<file path="config.mk">
export PLATFORM = sky130hd
export DESIGN_NAME = dds_sweep_ctrl
export DESIGN_NICKNAME = d
export VERILOG_FILES = /design/src/rtl/dds_ctrl_pkg.sv /design/src/rtl/key_debounce.sv /design/src/rtl/dds_sweep_ctrl.sv
export SDC_FILE = /design/constraint.sdc
export NUM_CORES = 1
export LEC_CHECK = 0
export CAP_MARGIN = 10
export CORE_MARGIN = 2
export CORE_UTILIZATION = 41
export DETAILED_ROUTE_END_ITERATION = 6
export SYNTH_ARGS = -nofsm -noshare
export SYNTH_HDL_FRONTEND = slang
export SYNTH_SLANG_ARGS = --single-unit
</file>
<file path="constraint.sdc">
create_clock -name clk_50m -period 3.2 [get_ports clk_50m]
set_clock_uncertainty 0.2 [all_clocks]
set_input_delay 0.64 -clock clk_50m [delete_from_list [all_inputs] [get_ports clk_50m]]
set_output_delay 0.64 -clock clk_50m [all_outputs]
set_load 0.02 [all_outputs]
</file>
<file path="src/rtl/dds_ctrl_pkg.sv">
// dds_ctrl_pkg
// Shared definitions for the DDS sweep controller: the FSM state encoding,
// the data widths, the default frequency-index limits, the pending key
// event encoding and the frequency-index to phase-increment mapping.
package dds_ctrl_pkg;

  localparam int FREQ_W       = 6;
  localparam int PINC_W       = 24;
  localparam int FMIN_DEFAULT = 1;
  localparam int FMAX_DEFAULT = 30;

  typedef enum logic [1:0] {
    S_LOAD  = 2'd0,
    S_HOLD  = 2'd1,
    S_DWELL = 2'd2
  } state_e;

  // Key event vector layout: bit 0 = step down, bit 1 = step up.
  localparam logic [1:0] EV_NONE = 2'b00;
  localparam logic [1:0] EV_DN   = 2'b01;
  localparam logic [1:0] EV_UP   = 2'b10;

  // pinc = freq*10 + ((freq+2)>>2); for example 1 -> 10 and 30 -> 308.
  function automatic logic [PINC_W-1:0] freq2pinc(input logic [FREQ_W-1:0] f);
    logic [PINC_W-1:0] fz;
    fz = PINC_W'(f);
    return (fz << 3) + (fz << 1) + ((fz + PINC_W'(2)) >> 2);
  endfunction

endpackage

</file>
<file path="src/rtl/key_debounce.sv">
// key_debounce
// Conditions one raw active-low push-button: a 2-FF synchronizer followed
// by a stability counter. A new level is accepted after DEB_CYC consecutive
// equal synchronized samples. An accepted high->low transition produces a
// single-cycle press pulse; a held key never repeats.
// Ports:
//   clk_i   - clock
//   rst_ni  - asynchronous active-low reset (released level, counter 0)
//   key_ni  - raw key, active-low, asynchronous to clk_i
//   press_o - one-cycle press event
module key_debounce #(
  parameter int DEB_CYC = 1_000_000
) (
  input  logic clk_i,
  input  logic rst_ni,
  input  logic key_ni,
  output logic press_o
);

  localparam int CNT_W = (DEB_CYC > 1) ? $clog2(DEB_CYC) : 1;
  localparam logic [CNT_W-1:0] CNT_MAX = CNT_W'(DEB_CYC - 1);

  logic [1:0]       sync_q;
  logic             lvl_q, lvl_d;
  logic [CNT_W-1:0] cnt_q, cnt_d;
  logic             press_q, press_d;
  logic             smp;

  assign smp = sync_q[1];

  // The key is one bit, so "sample differs from the accepted level" is the
  // same as "the sample has been changing": any return to the accepted
  // level restarts the qualification run from zero.
  always_comb begin
    lvl_d   = lvl_q;
    cnt_d   = cnt_q;
    press_d = 1'b0;
    if (smp == lvl_q) begin
      cnt_d = '0;
    end else if (cnt_q == CNT_MAX) begin
      lvl_d   = smp;
      cnt_d   = '0;
      press_d = ~smp;
    end else begin
      cnt_d = cnt_q + 1'b1;
    end
  end

  always_ff @(posedge clk_i or negedge rst_ni) begin
    if (!rst_ni) begin
      sync_q  <= 2'b11;
      lvl_q   <= 1'b1;
      cnt_q   <= '0;
      press_q <= 1'b0;
    end else begin
      sync_q  <= {sync_q[0], key_ni};
      lvl_q   <= lvl_d;
      cnt_q   <= cnt_d;
      press_q <= press_d;
    end
  end

  assign press_o = press_q;

endmodule

</file>
<file path="src/rtl/dds_sweep_ctrl.sv">
// dds_sweep_ctrl
// Configuration-channel sequencer for the DDS tone generator. Debounced
// keys step the frequency index FMIN..FMAX (wrapping), or, with sweep mode,
// the index auto-increments every DWELL_CYC cycles. Every new index is
// pushed to the DDS as a phase increment over a valid/ready handshake.
// Optional feature macro: DDS_SWEEP_EN (undefined: no sweep, sweep_en
// ignored, sweep_active tied low).
// Ports:
//   clk_50m      - system clock
//   rst_n        - asynchronous active-low reset
//   key[1:0]     - raw active-low keys; [0] steps down, [1] steps up
//   sweep_en     - level, selects auto-sweep
//   cfg_tvalid   - config word valid
//   cfg_tready   - DDS accepts config
//   cfg_tdata    - phase increment for the committed index
//   freq         - committed frequency index
//   sweep_active - high while dwelling in sweep mode
module dds_sweep_ctrl
  import dds_ctrl_pkg::*;
#(
  parameter int DEB_CYC   = 1_000_000,
  parameter int DWELL_CYC = 5_000_000,
  parameter int FMIN      = FMIN_DEFAULT,
  parameter int FMAX      = FMAX_DEFAULT
) (
  input  logic              clk_50m,
  input  logic              rst_n,
  input  logic [1:0]        key,
  input  logic              sweep_en,
  output logic              cfg_tvalid,
  input  logic              cfg_tready,
  output logic [PINC_W-1:0] cfg_tdata,
  output logic [FREQ_W-1:0] freq,
  output logic              sweep_active
);

  localparam logic [FREQ_W-1:0] F_LO = FREQ_W'(FMIN);
  localparam logic [FREQ_W-1:0] F_HI = FREQ_W'(FMAX);

  logic [1:0] press_ev;

  for (genvar gi = 0; gi < 2; gi++) begin : g_key
    key_debounce #(
      .DEB_CYC (DEB_CYC)
    ) u_deb (
      .clk_i   (clk_50m),
      .rst_ni  (rst_n),
      .key_ni  (key[gi]),
      .press_o (press_ev[gi])
    );
  end

  state_e            state_q, state_d;
  logic [FREQ_W-1:0] freq_q, freq_d;
  logic [1:0]        pend_q, pend_d;
  logic              valid_q;
  logic [FREQ_W-1:0] freq_inc, freq_dec;
  logic [1:0]        hold_ev;

`ifdef DDS_SWEEP_EN
  localparam int DW_W = (DWELL_CYC > 1) ? $clog2(DWELL_CYC) : 1;
  localparam logic [DW_W-1:0] DW_MAX = DW_W'(DWELL_CYC - 1);
  logic [DW_W-1:0] dwell_q, dwell_d;
`else
  logic unused_sweep_en;
  assign unused_sweep_en = sweep_en;
`endif

  assign freq_inc = (freq_q == F_HI) ? F_LO : freq_q + 1'b1;
  assign freq_dec = (freq_q == F_LO) ? F_HI : freq_q - 1'b1;

  // In HOLD a live event takes precedence over one parked during LOAD, so
  // the most recent key action is the one acted on.
  assign hold_ev = (press_ev != EV_NONE) ? press_ev : pend_q;

  always_comb begin
    state_d = state_q;
    freq_d  = freq_q;
    pend_d  = pend_q;
`ifdef DDS_SWEEP_EN
    dwell_d = dwell_q;
`endif
    case (state_q)
      S_LOAD: begin
        if (press_ev == (EV_DN | EV_UP)) pend_d = EV_NONE;
        else if (press_ev != EV_NONE)    pend_d = press_ev;
        if (valid_q && cfg_tready) begin
`ifdef DDS_SWEEP_EN
          if (sweep_en) begin
            state_d = S_DWELL;
            pend_d  = EV_NONE;
            dwell_d = '0;
          end else begin
            state_d = S_HOLD;
          end
`else
          state_d = S_HOLD;
`endif
        end
      end
      S_HOLD: begin
        pend_d = EV_NONE;
`ifdef DDS_SWEEP_EN
        if (sweep_en) begin
          state_d = S_DWELL;
          dwell_d = '0;
        end else
`endif
        if (hold_ev == EV_DN) begin
          freq_d  = freq_dec;
          state_d = S_LOAD;
        end else if (hold_ev == EV_UP) begin
          freq_d  = freq_inc;
          state_d = S_LOAD;
        end
      end
`ifdef DDS_SWEEP_EN
      S_DWELL: begin
        if (!sweep_en) begin
          state_d = S_HOLD;
        end else if (dwell_q == DW_MAX) begin
          freq_d  = freq_inc;
          dwell_d = '0;
          state_d = S_LOAD;
        end else begin
          dwell_d = dwell_q + 1'b1;
        end
      end
`endif
      default: state_d = S_LOAD;
    endcase
  end

  // valid is registered from the next state so that it is low during reset
  // yet rises on the first edge after release while the FSM sits in LOAD.
  always_ff @(posedge clk_50m or negedge rst_n) begin
    if (!rst_n) begin
      state_q <= S_LOAD;
      freq_q  <= F_LO;
      pend_q  <= EV_NONE;
      valid_q <= 1'b0;
`ifdef DDS_SWEEP_EN
      dwell_q <= '0;
`endif
    end else begin
      state_q <= state_d;
      freq_q  <= freq_d;
      pend_q  <= pend_d;
      valid_q <= (state_d == S_LOAD);
`ifdef DDS_SWEEP_EN
      dwell_q <= dwell_d;
`endif
    end
  end

  assign cfg_tvalid = valid_q;
  assign cfg_tdata  = freq2pinc(freq_q);
  assign freq       = freq_q;
`ifdef DDS_SWEEP_EN
  assign sweep_active = (state_q == S_DWELL);
`else
  assign sweep_active = 1'b0;
`endif

endmodule

</file>
### Yosys cells after proc, flatten, opt, wreduce, memory -nomap -nowiden

Cells that the tools add are included.

| word-level totals | value |
|---|---|
| flip-flop bits (word level) | 59 |
| input bits | 6 |
| output and inout bits | 32 |
| logic and storage cells | 61 |

| cells by class | value |
|---|---|
| $add $sub $neg | 7 |
| eq/ne operators | 10 |
| muxes and demuxes | 19 |
| bitwise logic cells | 4 |
| reduce and logical (&&, ||, !) cells | 9 |

Operators with widths:

| kind | count |
|---|---|
| $mux 20 | 4 |
| $add 20x1->20 const B | 2 |
| $eq 20x20->1 const B | 2 |
| $mux 6 | 4 |
| $add 10x5->11 | 1 |
| $add 9x7->10 | 1 |
| $mux 2 | 5 |
| $pmux 2 s2 | 2 |
| $add 6x2->7 const B | 1 |
| $add 6x1->6 const B | 1 |
| $eq 6x1->1 const B | 1 |
| $eq 6x5->1 const B | 1 |
| $reduce_and 2->1 | 3 |
| $reduce_bool 2->1 | 3 |
| $sub 6x1->6 const B | 1 |
| $eq 2x1->1 const B | 2 |
| $eq 2x2->1 const B | 2 |
| $logic_not 2->1 | 2 |
| $mux 1 | 4 |
| $not 1->1 | 4 |
| $eq 1x1->1 | 2 |
| $logic_and 1x1->1 | 1 |

### Longest topological paths before layout

| logic depth | value |
|---|---|
| depth after elaboration | 7 |
| gate-level depth with buffers | 10 |
| gate-level depth less buffers | 10 |

### Cells and area by module

From an unflattened synthesis, not the netlist that was laid out.

| second synthesis, totals | value |
|---|---|
| cells, all modules | 388 |
| area total of the unflattened synthesis | 3,593.4 µm² |

By module, submodules not included:

| module | instances | cells an instance | area an instance (µm²) | seq. area each (µm²) |
|---|---|---|---|---|
| key_debounce | 2 | 116 | 1,139.8 | 604.3 |
| dds_sweep_ctrl | 1 | 156 | 1,313.8 | 276.5 |

### Worst setup path before layout

No wires, ideal clock.

| timing path | value |
|---|---|
| kind | register to output |
| from | register freq_q[1] (netlist: freq[1]) |
| to | output cfg_tdata[7] |
| data arrival time | 3,031 ps |
| required time | 2,360 ps |
| path slack | -671 ps |
| cell stages (with the launch flop) | 11 |
| path buffers | 0 |
| cells stage by stage | dfrtp_1 > ha_1 > nand3_1 > xnor2_1 > fa_1 > inv_1 > ha_1 > a21o_1 > a21oi_1 > o21ai_0 > a221oi_1 |

| on the way | value |
|---|---|
| word-level cells in the longest chain between the ends | 2 |
| elaborated cells between the ends (all ways) | 3 |
| classes of those cells | add/sub: 3 |

Ends and longest elaborated chain:

| element | line | text |
|---|---|---|
| start, declared | dds_sweep_ctrl.sv:54 | `logic [FREQ_W-1:0] freq_q, freq_d;` |
| start signal, assigned | dds_sweep_ctrl.sv:147 | `freq_q <= freq_d;` |
| $add 9x7->10 or $add 6x2->7 (tied branches) | dds_ctrl_pkg.sv:27 | `return (fz << 3) + (fz << 1) + ((fz + PINC_W'(2)) >> 2);` |
| $add 10x5->11 * | dds_ctrl_pkg.sv:27 |  |
| end, declared | dds_sweep_ctrl.sv:32 | `output logic [PINC_W-1:0] cfg_tdata,` |

Every way passes the cells marked *; elsewhere a longest branch is shown, timed or not.

### Worst setup path in the final report

| timing path | value |
|---|---|
| from | register freq_q[2] (netlist: freq[2]) |
| to | output cfg_tdata[8] |

The elaborated chain is that of the path after synthesis.

==> run summary <==
Status - finished, violations left
Violated checks - setup timing
Number of clock sinks - 59
Sw Ratio - 0.239
First-pass GRT wire length - 12500 um
First-iteration detailed-routing DRC count - 197
Sequential power share - 0.534
Mapped Cells - 384
Leak - 1.96 nW
CP delay by family, top - adder cells
Num CTS Buffers - 9
Area after DPL - 4170 um2
Post-synth EDFFs - 0
Synth Flop Type - dfrtp_1
Starting density of the core - 0.417
Residual DRC - 0
Required @ worst endpoint - 2.36 ns
Synth warnings - 0
Grt ovf - 0
Pre-CTS setup slack - -0.637 ns
RSZ-0062 raised after global routing - true
Slowest library cell on the worst path - or4b_4
Routed len/inst - 12.9 um
Vias in the first global route - 2793
Cell area after synthesis - 3600 um2
Synth area leader - dfrtp_1
Mean post-synth cell area - 9.38 um2
GRT Overall Usage - 0.158
Fin. Hold Viols - 0
Buffers on Ports - 21
Clock Latency Late Sink - 0.33 ns
Detail Route Antenna Nets - 0
Top-level I/O count - 38
Max Cap Viol - 0
ANT cells - 0
NumNets Final - 470
Clock tree buffer depth - 2
Critical Path AT - 2.82 ns
CP Capture Type - primary output
Cell area after layout - 4450 um2
Min Tclk post-route - 3.66 ns
Crit path launch type - flip-flop
Vias per cell - 5.23
Die area - 9550 um2
Sw Pwr - 0.346 mW
CP bufs+invs - 2
Vias - 2891
CTS tree - yes
Core Region - 8640 um2
HP Class - input port to asynchronous set/reset pin
Worst path cell trace - ha_4, nand3_4, xnor2_2, fa_1, inv_2, fa_2, a21o_1, a21oi_2, or4b_4, o2111ai_4, buf_6
Peak VDD IR - 282 uV
Share of cells above drive strength 1 - 0.222
Clk pin slew, worst setup/hold paths - 0.07 ns
Final Max Slew Viols - 0
FMAX - 273 MHz
P&R area growth vs syn - 23.5%
Setup_tns - -2.07 ns
Die Wd - 97.7 um
Yosys top cell area share - 0.361
GP Congestion - 0.866
Root Driver - clkbuf_8
Largest net degree at the start of global routing - 27
HPWL Detailed - 5120 um
Distinct cells, synth - 52
Seq/Total Area, Yosys - 0.412
Final setup fails - 6
Pint - 1.10 mW
Synth top cells by count - dfrtp_1 (52), nor2_1 (44), nand3_1 (23), ha_1 (21), inv_1 (21)
Main area contributors after synthesis - dfrtp_1 (36%), ha_1 (7.3%), dfstp_2 (5.1%)
TritonRoute pass-1 iters - 4
Final worst setup slack - -0.462 ns
Most common cell in the netlist - dfrtp_1
Initial antenna violation count - 0
Worst slew pin tran - 0.642 ns
Die height - 97.7 um
CP Class - flip-flop to primary output
Combinational share of power - 0.048
Power Density - 325 nW/um2
Relative slew slack - 0.571
Clk network pwr share - 0.418
H-tree depth - 3
Hold_buf cts - 0
Register bit count reported by yosys - 59
Site Rows - 34
CP max FO - 3
Post-synth ARST share - 1.00
Final wirelength - 7140 um
Fin crit share - 1.14
Slowest cell delay on critical path - 0.50 ns
==> metrics by stage <==
step	total power, mW	utilization	std cells	hold WS (ns)
after floorplan	0.837	-	399	0.144
after global placement	0.855	0.483	530	0.146
after detailed placement	0.856	0.483	530	0.147
after CTS	1.47	0.511	550	0.0943
after global routing	1.51	0.515	553	0.126
final	1.45	0.515	553	0.0880
==> path summary, 6_finish.rpt <==
path	startpoint	to	slack (ns)	depth (start not counted)
setup / recovery	freq[2]	cfg_tdata[8]	-0.46	11
hold / removal	rst_n	g_key[0].u_deb.cnt_q[10]	0.09	1
setup reg to reg	g_key[0].u_deb.cnt_q[0]	g_key[0].u_deb.cnt_q[4]	0.77	6
hold reg to reg	g_key[1].u_deb.sync_q[0]	g_key[1].u_deb.sync_q[1]	0.16	0
max in group asynchronous	rst_n	freq[0]	1.96	2
min in group clk_50m	g_key[1].u_deb.sync_q[0]	g_key[1].u_deb.sync_q[1]	0.16	0
==> registers in the layout (all words and copies together) (netlist names) <==
| signal | cells |
|---|---|
| g_key.u_deb.sync_q | 4 |
| pend_q | 2 |
| g_key.u_deb.cnt_q | 40 |
| freq | 6 |
| cfg_tvalid | 1 |
| state_q | 2 |
| g_key.u_deb.press_o | 2 |
| g_key.u_deb.lvl_q | 2 |
==> per-layer routing <==
metal | vias up | share of wire | global-route usage
li1 | 1438 | - | -
met1 | 1366 | 0.46 | 0.207
met2 | 76 | 0.48 | 0.259
met3 | 11 | 0.038 | 0.0236
met4 | 0 | 0.019 | 0.0759
met5 | - | 0 | 0
==> layout make-up <==
cell class,instances,area (um2)
fillers,835,4190
multi-input cells,291,2070
flip-flops and latches,59,1490
repair buffers,58,494
clock buffers,12,155
well taps,108,135
inverters,21,78.8
clock inverters,4,25.0
==> power by group through the flow <==
stage	logic, mW	registers (mW)	clock network (mW)
after floorplan	0.0527	0.784	0
after global placement	0.0699	0.785	0
after detailed placement	0.0703	0.786	0
after CTS	0.0709	0.772	0.624
after global routing	0.0789	0.774	0.659
final	0.0691	0.773	0.604
==> layout by cell type, fill, tap and decap left out, types with 3 or more instances in the layout <==
cell	netlist	final
clkbuf_8	0	11
dfrtp_1	52	47
buf_4	17	37
clkdlybuf4s50_1	0	12
o21ai_0	12	10
and3_1	4	4
dfrtp_2	0	5
inv_1	21	19
or3_1	6	6
nand4_1	10	10
buf_6	0	7
ha_1	21	18
dfstp_2	7	7
conb_1	1	16
o31ai_1	8	7
nand3_1	23	22
and2_1	3	3
nor4_1	9	9
nand2_1	19	19
or4_1	8	8
xor2_1	15	15
xnor2_1	20	17
a21oi_1	20	18
nor2_1	44	44
xnor2_2	0	3
nor3_1	10	10
a21o_1	6	6
==> what timing repair did <==
| action | in CTS | in global routing |
|---|---|---|
| pin swaps | 6 | 6 |
| endpoints found under the setup margin | 7 | 8 |
| gates resized for setup | 49 | 7 |
| setup buffers | 4 | 7 |
==> cells by family after synthesis <==
group / count (synthesis) / synth area share
muxes: 2 / 0.00625
buffers and inverters: 49 / 0.0695
and+or+nand+nor: 153 / 0.222
other: 1 / 0.00104
adders and majority gates: 24 / 0.0896
DFF: 59 / 0.412
xor gates and xnor gates: 35 / 0.0851
AOI/OAI and AO/OA: 61 / 0.114
(Power assumes the default switching activity.)
